===== src/rtl/ring_counter_n.sv =====
`default_nettype none
// ============================================================================
//  Module      : ring_counter_n
//  Description : Parametrised ring / Johnson (twisted-ring) counter with
//                bidirectional stepping, cycle-position tracking, a wrap
//                pulse, and illegal-state detection with optional
//                self-correction.
//  Revision    : 1.0 - initial release
// ----------------------------------------------------------------------------
//  Parameters
//    WIDTH        counter width (>= 2)
//    SELF_CORRECT 1: an illegal state is replaced by the mode's reset pattern
//                    on the next enabled step; 0: it is only flagged
//    PW           width of pos, $clog2(2*WIDTH) (derived, not overridable)
//  Ports
//    clk      in   rising-edge clock
//    clr      in   synchronous active-high reset
//    en       in   step enable
//    load     in   parallel load of init and mode
//    dir      in   0 = shift toward MSB, 1 = shift toward LSB
//    johnson  in   mode latched on load (0 = ring, 1 = Johnson)
//    init     in   load value
//    count    out  counter state
//    pos      out  step index within the period, signed by direction
//    wrap     out  one-cycle pulse when pos wraps
//    err      out  count is illegal for the latched mode
// ============================================================================
module ring_counter_n #(
    parameter int WIDTH        = 4,
    parameter bit SELF_CORRECT = 1'b1,
    localparam int PW          = $clog2(2 * WIDTH)
) (
    input  logic             clk,
    input  logic             clr,
    input  logic             en,
    input  logic             load,
    input  logic             dir,
    input  logic             johnson,
    input  logic [WIDTH-1:0] init,
    output logic [WIDTH-1:0] count,
    output logic [PW-1:0]    pos,
    output logic             wrap,
    output logic             err
);

    // Last pos value of each mode's period (P-1).
    localparam logic [PW-1:0] RING_LAST = PW'(WIDTH - 1);
    localparam logic [PW-1:0] JOHN_LAST = PW'(2 * WIDTH - 1);

    localparam logic [WIDTH-1:0] ONE_HOT_RESET = WIDTH'(1);

    logic [WIDTH-1:0] count_q, count_d;
    logic [PW-1:0]    pos_q,   pos_d;
    logic             wrap_q,  wrap_d;
    logic             err_q,   err_d;
    logic             jmode_q, jmode_d;

    logic [WIDTH-1:0] shifted;
    logic [PW-1:0]    last;

    // Ring: any nonzero value. Johnson: 0*1* or 1*0*. A value v is of the
    // form 0*1* exactly when v & (v+1) == 0 (including all-0 and all-1);
    // 1*0* is the same test applied to ~v.
    function automatic logic is_legal(input logic [WIDTH-1:0] v,
                                      input logic             jm);
        logic [WIDTH-1:0] nv;
        nv = ~v;
        if (jm) begin
            is_legal = ((v & (v + WIDTH'(1))) == '0) ||
                       ((nv & (nv + WIDTH'(1))) == '0);
        end else begin
            is_legal = (v != '0);
        end
    endfunction

    // Rotation; in Johnson mode the bit fed back is inverted.
    always_comb begin
        shifted = count_q;
        if (dir == 1'b0) begin
            shifted = {count_q[WIDTH-2:0], count_q[WIDTH-1] ^ jmode_q};
        end else begin
            shifted = {count_q[0] ^ jmode_q, count_q[WIDTH-1:1]};
        end
    end

    assign last = jmode_q ? JOHN_LAST : RING_LAST;

    always_comb begin
        count_d = count_q;
        pos_d   = pos_q;
        wrap_d  = 1'b0;
        err_d   = err_q;
        jmode_d = jmode_q;

        if (clr) begin
            count_d = ONE_HOT_RESET;
            pos_d   = '0;
            err_d   = 1'b0;
            jmode_d = 1'b0;
        end else if (load) begin
            count_d = init;
            pos_d   = '0;
            err_d   = ~is_legal(init, johnson);
            jmode_d = johnson;
        end else if (en) begin
            if (err_q && SELF_CORRECT) begin
                count_d = jmode_q ? '0 : ONE_HOT_RESET;
                pos_d   = '0;
                err_d   = 1'b0;
            end else begin
                count_d = shifted;
                err_d   = ~is_legal(shifted, jmode_q);
                if (dir == 1'b0) begin
                    wrap_d = (pos_q == last);
                    pos_d  = (pos_q == last) ? '0 : pos_q + PW'(1);
                end else begin
                    wrap_d = (pos_q == '0);
                    pos_d  = (pos_q == '0) ? last : pos_q - PW'(1);
                end
            end
        end
    end

    always_ff @(posedge clk) begin
        if (clr) begin
            count_q <= ONE_HOT_RESET;
            pos_q   <= '0;
            wrap_q  <= 1'b0;
            err_q   <= 1'b0;
            jmode_q <= 1'b0;
        end else begin
            count_q <= count_d;
            pos_q   <= pos_d;
            wrap_q  <= wrap_d;
            err_q   <= err_d;
            jmode_q <= jmode_d;
        end
    end

    assign count = count_q;
    assign pos   = pos_q;
    assign wrap  = wrap_q;
    assign err   = err_q;

endmodule
`default_nettype wire


===== config.mk =====
export PLATFORM = sky130hd
export DESIGN_NAME = ring_counter_n
export DESIGN_NICKNAME = d
export VERILOG_FILES = /design/src/rtl/ring_counter_n.sv
export SDC_FILE = /design/constraint.sdc
export NUM_CORES = 1
export LEC_CHECK = 0
export BUFFER_PORTS_ARGS = -buffer_cell sky130_fd_sc_hd__buf_2
export CORE_UTILIZATION = 50
export CTS_BUF_LIST = sky130_fd_sc_hd__clkbuf_4
export DETAILED_ROUTE_END_ITERATION = 8
export PLACE_DENSITY = 0.82
export SLEW_MARGIN = 20
export SYNTH_ARGS = -nofsm -noshare
export SYNTH_HDL_FRONTEND = slang
export SYNTH_SLANG_ARGS = --single-unit

===== constraint.sdc =====
create_clock -name clk -period 1.7 [get_ports clk]
set_input_delay 0.34 -clock clk [delete_from_list [all_inputs] [get_ports clk]]
set_output_delay 0.34 -clock clk [all_outputs]
set_load 0.05 [all_outputs]

Yosys cells after proc, flatten, opt, wreduce, memory -nomap -nowiden
Cells that the tools add are included.
{"block": "totals", "ff_bits": 10, "in_bits": 10, "output_inout_bits": 9, "word_cells": 57}
{"block": "classes", "add_sub_neg": 6, "eq_ne": 1, "muxes": 22, "bitwise_logic": 11, "reduce_logical": 12}
{"cell": "adder 4 x 1 -> 4 bit, second input constant", "count": 4}
{"cell": "bitwise AND 4 bit", "count": 4}
{"cell": "logical NOT 4 bit", "count": 4}
{"cell": "2-to-1 mux 4 bit", "count": 4}
{"cell": "2-to-1 mux 3 bit", "count": 5}
{"cell": "2-to-1 mux 1 bit", "count": 13}
{"cell": "inverter 4 bit", "count": 2}
{"cell": "nonzero test 4 bit", "count": 2}
{"cell": "OR reduction 4 bit", "count": 1}
{"cell": "adder 3 x 1 -> 3 bit, second input constant", "count": 1}
{"cell": "== test 3 bit", "count": 1}
{"cell": "logical NOT 3 bit", "count": 1}
{"cell": "inverter 1 bit", "count": 3}
{"cell": "subtractor 3 x 1 -> 3 bit, second input constant", "count": 1}
{"cell": "logical OR 1 bit", "count": 2}
{"cell": "nonzero test 2 bit", "count": 1}
{"cell": "OR reduction 2 bit", "count": 1}
{"cell": "bitwise XOR 1 bit", "count": 2}

Logic depth before layout (Yosys ltp)
Gate-level depths: netlist of the first run.
{"block": "logic_depth", "ltp_word": 16, "ltp_mapped": 6, "depth_no_buf": 6}

Worst setup path after synthesis of the first run
No wires, ideal clock.
{"block": "synth_timing", "path_kind": "reg-to-reg", "from": "reg pos_q[0], in the netlist pos[0]", "to": "reg pos_q[2], in the netlist pos[2]", "setup_ns": 0.136, "arrival_time_ns": 1.717, "t_required_ns": 1.564, "setup_slack_ns": -0.152, "path_stages_with_launch": 7, "n_path_buf": 0, "synth_period_minus_slack_ns": 1.852, "cell_sequence": "dfxtp_1 inv_1 ha_1 mux2_2 a211o_1 nand3_1 a211oi_1"}
{"block": "synth_via", "elab_chain_len": 4, "word_cells_on_any_way": 8, "classes_between": "2 x add/sub; 1 x eq/ne; 4 x mux; 1 x reduce/logical"}
{"item": "start, declared", "line_no": "53", "source": "logic [PW-1:0] pos_q, pos_d;"}
{"item": "start signal, assigned", "line_no": "133", "source": "pos_q <= pos_d;"}
{"item": "adder 3 x 1 -> 3 bit (tied with other cells)", "line_no": "115", "source": "pos_d = (pos_q == last) ? '0 : pos_q + PW'(1);"}
{"item": "2-to-1 mux 3 bit, on equally long branches", "line_no": "115, 118"}
{"item": "2-to-1 mux 3 bit *", "line_no": "113", "source": "if (dir == 1'b0) begin"}
{"item": "2-to-1 mux 3 bit *", "line_no": "106", "source": "if (err_q && SELF_CORRECT) begin"}
Mark *: on every way between the ends. The rest lies on a longest branch, timed or not.
A chain may end at the register's enable or synchronous reset.

Final worst setup path of the first run
{"block": "layout_timing", "from": "reg err_q, in the netlist err", "to": "reg err_q, in the netlist err"}
{"block": "layout_via", "elab_chain_len": 3}
{"item": "start, declared", "line_no": "55", "source": "logic err_q, err_d;"}
{"item": "start signal, assigned", "line_no": "135", "source": "err_q <= err_d;"}
{"item": "2-to-1 mux 1 bit", "line_no": "106"}
{"item": "2-to-1 mux 1 bit", "line_no": "105", "source": "end else if (en) begin"}
{"item": "2-to-1 mux 1 bit", "line_no": "100", "source": "end else if (load) begin"}
No other way between the ends. The select of a mux whose other input is x is not followed.

==> results of run 1 <==
cells in the final DEF (no fill, tap or decap), drive strengths merged, types with 3 or more instances in the layout:
master   n
buf     20
dfxtp   10
inv      9
nand2    9
a21oi    9
nor2     7
mux2i    5
nand2b   5
o21ai    4
nor3     3
a211oi   3
ha       3
clkbuf   3
flip-flops by register name (all words and copies together) (netlist names):
name     flops
count        4
jmode_q      1
wrap         1
pos          3
err          1
worst max path at each step:
| stage | from | to | slack (ns) | cells past startpoint |
|---|---|---|---|---|
| 2_1_floorplan | err$_SDFFE_PP0P_ | err$_SDFFE_PP0P_ | 0.05 | 4 |
| 3_3_place_gp | err$_SDFFE_PP0P_ | err$_SDFFE_PP0P_ | 0.15 | 4 |
| 3_5_place_dp | err$_SDFFE_PP0P_ | err$_SDFFE_PP0P_ | 0.17 | 4 |
| 4_1_cts | err$_SDFFE_PP0P_ | err$_SDFFE_PP0P_ | 0.09 | 4 |
| 5_1_grt | err$_SDFFE_PP0P_ | err$_SDFFE_PP0P_ | 0.03 | 4 |
| 6_report | err$_SDFFE_PP0P_ | err$_SDFFE_PP0P_ | 0.11 | 4 |
where the power goes:
group | internal (uW) | switching [uW] | leakage (uW)
clock network | 84.8 | 89.1 | 0.0000154
registers | 249 | 17.3 | 0.0000832
logic | 65.8 | 113 | 0.000276
total | 399 | 220 | 0.000374
routing by layer:
| layer | global-route usage [%] | wire (um) |
|---|---|---|
| met1 | 36.45 | 829 |
| met2 | 41.53 | 737 |
| met3 | 5.000 | 94 |
| met4 | 10.00 | 13 |
| met5 | 0 | 0 |
worst register-to-register path: cells and delay by family, from the launching register on:
family	cells	cell delay [ns]
AOI/OAI and AO/OA	3	0.59
DFF	1	0.36
and+or+nand+nor	1	0.56
per-stage QoR:
step           worst slack [ns]  hold slack (ns)
3_5_place_dp             0.1685           0.5487
4_1_cts                 0.08662           0.3515
5_1_grt                 0.02934           0.3558
2_1_floorplan           0.04554           0.4315
6_report                 0.1083           0.3500
3_3_place_gp             0.1502           0.5406
repair_timing:
action / in CTS / in global routing
setup endpoints to repair: 0 / 1
setup buffers: 0 / 0
resized for setup: 0 / 1
layout make-up:
cell class	count	share of cell area (%)
clock buffer	3	2.647
timing repair buffer	20	12.35
multi-input combinational	71	54.26
tap	15	2.206
inverter	9	3.971
sequential	10	24.12
clock inverter	1	0.4412
cell families after synthesis:
logic type / Yosys count
simple gates: 32
compound gates: 28
buf+inv: 15
flops: 10
mux: 6
fa+ha+maj: 3
xor+xnor: 2
==> results by group, run 1 <==
Placed design
  • Routability congestion estimate: 0.7889
  • Placed insts: 125
  • Area post-placement: 823.3 um2
  • PortBufs: 18
  • Post-DP HPWL: 1201 um

Global routing
  • GRT Util Overall: 26.75%
  • First-pass GRT wire length: 2904 um
  • Largest net degree at the start of global routing: 15
  • Initial antenna violation count: 0
  • Vias in the first global route: 679
  • Grt total ovfl: 0

STA
  • Final TNS setup: 0 ns
  • Worst rel slew slack: 70.64%
  • Final Max Tran Viols: 0
  • Clk_skew: 0.01065 ns
  • Highest clock rate: 0.6283 GHz
  • Worst Tran Pin Value: 0.4294 ns
  • Final Cycle Share: 93.63%
  • Tmin final: 1.592 ns
  • RSZ-0062 raised after global routing: no
  • Final setup fails: 0
  • Final Hold Fails: 0

Synth
  • Ys flop type: dfxtp_1
  • Mux cell area share after synthesis: 8.362%
  • Register area share after synthesis: 27.30%
  • Asr flop ratio synth: 0%
  • Synth Area in XOR/XNOR: 2.389%
  • YS warnings: 0
  • Post-synthesis simple-gate area fraction: 22.01%
  • Mean area per synthesized cell: 7.638 um2
  • Netlist Area Pre-Place: 733.2 um2
  • Commonest cells post-synth: dfxtp_1, a21oi_1, inv_1, nand2_1, nor2_1
  • Main combinational cell family by area after synthesis: compound AO/OA/AOI/OAI gates
  • Most common cell in the netlist: dfxtp_1
  • Number of synthesized flops with an enable pin: 0
  • Unique masters post-synth: 31
  • Flops & latches, synth: 10
  • Leading area contributor after synthesis: dfxtp_1
  • Synth Instances: 96
  • Syn nets: 109
  • Top cell type's share of synthesized area: 27.30%
  • Synth top area cells: dfxtp_1, mux2i_1, a21oi_1
  • Synth Area in Compound Gates: 25.09%
  • Adder-cell share of the synthesized area: 5.119%

Drt
  • Initial DRC count: 23
  • Total Routed Length: 1674 um
  • Via density: 5.752
  • DRT Pass-1 Iters: 4
  • Drt drc: 0
  • Avg WL per Cell: 12.98 um
  • Via Count: 742
  • Antenna Nets Post-Route: 0

Floorplanning
  • Core area: 1334 um2
  • Initial Util: 54.97%
  • Die W: 40.30 um
  • Die area: 1624 um2
  • Die height: 40.30 um
  • I/O pin total: 19
  • Rows: 13

Cells and area
  • # diodes: 0
  • Register Area: 205.2 um2
  • Final Util: 63.79%
  • Post-route cell area: 850.8 um2
  • Area Overhead vs Synth: 16.04%
  • Multi-input logic area: 461.7 um2
  • Fill cells: 126
  • Layout cell share with drive strength beyond 1: 25.44%
  • Layout Nets: 128
  • Finished Layout Cells: 129

Clocking
  • CTS Hold Bufs: 0
  • CTS Buf Count: 3
  • CTS max path bufs: 2
  • Root Driver: clkbuf_4
  • Reg clk slew, reported paths: 0.08 ns
  • CTS tree: built
  • H-tree depth: 1
  • Clock sink total: 10
  • Worst-Skew Late Latency: 0.27 ns

Critical path
  • Type of origin of the critical path: flop
  • Ordered list of cells on the worst path: or4_1 > o311ai_1 > o31ai_1 > a211oi_1
  • Max incr delay on CP: 0.56 ns
  • Worst EP required: 1.88 ns
  • Maximum fanout along the worst path: 8
  • Worst path arrival time: 1.77 ns
  • Reg-to-Reg Start: err$_SDFFE_PP0P_
  • Reg2reg setup slack: 0.11 ns
  • FF-to-FF path depth: 4
  • WS Path Type: reg2reg
  • Critical Path End Type: flop
  • Worst path bufs/invs: 0
  • Slowest cell on crit path: or4_1
  • Top Family by Delay on Critical Path: compound AO/OA/AOI/OAI gates
  • Reg-to-Reg End: err$_SDFFE_PP0P_

Hold path
  • Hold Crit Endpoint: count[2]$_SDFFE_PP0P_
  • Hold depth: 3
  • Hold path start: init[2]
  • Worst min-delay path class: in2reg

Power and ir drop
  • Final Power: 619.2 uW
  • Pwr Density: 727.8 nW/um2
  • Maximum VDD drop: 334.5 uV
  • Static Leak: 0.0003744 uW

Run
  • Max_cap viols: 0

Outcome
  • Outcome: finished, final reports clean
No activity file was read; power rests on OpenSTA's default activity.
==> run 2: changes to the inputs <==
ABC_AREA = 1   (was unset)
==> results by group, run 2 <==
Floorplanning
  • Rows: 13
  • Initial Util: 55.95%
  • Die area: 1689 um2
  • Core area: 1366 um2
  • Die height: 41.10 um
  • Die W: 41.10 um
  • I/O pin total: 19

Drt
  • Antenna Nets Post-Route: 0
  • Avg WL per Cell: 11.03 um
  • DRT Pass-1 Iters: 4
  • Via density: 5.436
  • Drt drc: 0
  • Total Routed Length: 1798 um
  • Via Count: 886
  • Initial DRC count: 35

Critical path
  • Max incr delay on CP: 0.52 ns
  • WS Path Type: reg2reg
  • Critical Path End Type: flop
  • Maximum fanout along the worst path: 9
  • Worst path bufs/invs: 1
  • Reg-to-Reg Start: jmode_q$_SDFFE_PP0P_
  • FF-to-FF path depth: 8
  • Top Family by Delay on Critical Path: flip-flops
  • Reg2reg setup slack: 0.36 ns
  • Reg-to-Reg End: err$_SDFFE_PP0P_
  • Type of origin of the critical path: flop
  • Ordered list of cells on the worst path: inv_2 > nand2_1 > nand3_1 > nand2_1 > nand2_1 > nand3_1 > nand3_1 > a21oi_1
  • Worst EP required: 1.89 ns
  • Slowest cell on crit path: dfxtp_1
  • Worst path arrival time: 1.53 ns

Global routing
  • Grt total ovfl: 0
  • Largest net degree at the start of global routing: 14
  • GRT Util Overall: 25.22%
  • Met2 Resource Use GR: 37.50%
  • Met3 usage: 1.630%
  • First-pass GRT wire length: 2849 um
  • Vias in the first global route: 681
  • Initial antenna violation count: 0
  • Gr busiest metal: met1
  • Routing usage on met1: 38.31%

Clocking
  • CTS tree: built
  • H-tree depth: 1
  • Reg clk slew, reported paths: 0.07 ns
  • CTS Buf Count: 3
  • Post-CTS Setup Bufs: 0
  • CTS resizes: 0
  • Worst-Skew Late Latency: 0.26 ns
  • Root Driver: clkbuf_4
  • CTS Hold Bufs: 0
  • CTS max path bufs: 2
  • Clock sink total: 10

Cells and area
  • Layout cell share with drive strength beyond 1: 14.86%
  • Fill cells: 134
  • Multi-input logic area: 465.4 um2
  • Area Overhead vs Synth: 14.57%
  • # diodes: 0
  • Layout Nets: 162
  • Register Area: 200.2 um2
  • Number of flip-flops under the largest register name: 4
  • Most common cell after layout, fill and taps aside: nand2_1
  • Finished Layout Cells: 163
  • Most frequent cells in the layout: nand2_1, inv_1, buf_2, nand3_1

Synth
  • Most common cell in the netlist: nand2_1
  • Ys flop type: dfxtp_1
  • Flops & latches, synth: 10
  • Asr flop ratio synth: 0%
  • Unique masters post-synth: 18
  • Commonest cells post-synth: nand2_1, inv_1, nand3_1
  • Number of synthesized flops with an enable pin: 0
  • YS warnings: 0
  • Mean area per synthesized cell: 5.926 um2
  • Synth Instances: 129
  • Syn nets: 142
  • Top cell type's share of synthesized area: 26.19%
  • Synth top area cells: dfxtp_1, nand2_1, inv_1
  • Netlist Area Pre-Place: 764.5 um2
  • Leading area contributor after synthesis: dfxtp_1
  • Register area share after synthesis: 26.19%

STA
  • Final setup fails: 0
  • Final Hold Fails: 0
  • Worst rel slew slack: 77.22%
  • RSZ-0062 raised after global routing: no
  • Tmin final: 1.338 ns
  • Clk_skew: 0.004960 ns
  • Final Max Tran Viols: 0
  • Final TNS setup: 0 ns
  • Worst Tran Pin Value: 0.3381 ns
  • Final Cycle Share: 78.68%
  • Highest clock rate: 0.7476 GHz

Placed design
  • Routability congestion estimate: 0.8567
  • Post-DP HPWL: 1439 um
  • Placed insts: 159
  • PortBufs: 18

Hold path
  • Worst min-delay path class: in2reg
  • Hold path start: clr
  • Hold depth: 2
  • Hold Crit Endpoint: count[1]$_SDFFE_PP0P_

Power and ir drop
  • Pwr Density: 722.2 nW/um2
  • Static Leak: 0.0004555 uW
  • Maximum VDD drop: 459.8 uV

Run
  • Max_cap viols: 0

Outcome
  • Outcome: finished, final reports clean
## run 2: kinds of logic (layout without fill, tap and decap cells)
group	count (synthesis)	after routing	synth area share, %
compound gates	26	26	20.62
fa+ha+maj	3	3	4.911
buf+inv	23	42	12.93
flops	10	10	26.19
simple gates	67	67	35.35
## run 2: layout make-up
cell class	instances	area share, %
inverters	20	8.571
well taps	15	2.143
repair buffers	18	10.29
multi-input cells	96	53.14
flip-flops and latches	10	22.86
clock inverters	1	0.4286
clock buffers	3	2.571
## run 2: power breakdown
part	leakage (uW)	total, uW	internal [uW]	switching, uW
sequential	0.0000823	267	249	18.2
clock	0.0000154	164	84.6	79.3
combinational	0.000358	202	61.8	140
total	0.000456	633	395	238
## run 2: worst reg2reg max path: cells and delay by family (launching register included)
family / cells / cell delay, ns
flops: 1 / 0.52
simple gates: 6 / 0.51
buf+inv: 1 / 0.13
compound gates: 1 / 0.12
## run 2: metrics by stage
stage / hold WS [ns] / instance area [um2] / setup WS, ns / util [%] / power [uW]
after CTS: 0.3038 / 875.8 / 0.3539 / 64.10 / 632.8
after global routing: 0.3153 / 875.8 / 0.2023 / 64.10 / 669.7
final: 0.3105 / 875.8 / 0.3625 / 64.10 / 632.5
after floorplan: 0.4094 / 764.5 / 0.1587 / - / 424.1
after detailed placement: 0.5034 / 849.6 / 0.3226 / 62.18 / 471.9
after global placement: 0.4884 / 849.6 / 0.3440 / 62.18 / 468.1
## run 2: how the worst max path moves through the flow
stage	from	to	slack, ns	cells past startpoint
floorplan	pos[0]$_SDFFE_PP0P_	pos[2]$_SDFFE_PP0P_	0.16	6
global placement	dir	err$_SDFFE_PP0P_	0.34	10
detailed placement	dir	err$_SDFFE_PP0P_	0.32	10
CTS	jmode_q$_SDFFE_PP0P_	err$_SDFFE_PP0P_	0.35	8
global route	count[0]$_SDFFE_PP1P_	err$_SDFFE_PP0P_	0.20	7
finish	jmode_q$_SDFFE_PP0P_	err$_SDFFE_PP0P_	0.36	8
## run 2: layer usage
metal | wire, um | share of wire, % | up-vias
li1 | - | - | 459
met1 | 843 | 47 | 388
met2 | 833 | 46 | 37
met3 | 115 | 6.4 | 2
met4 | 6 | 0.33 | 0
met5 | 0 | 0 | -
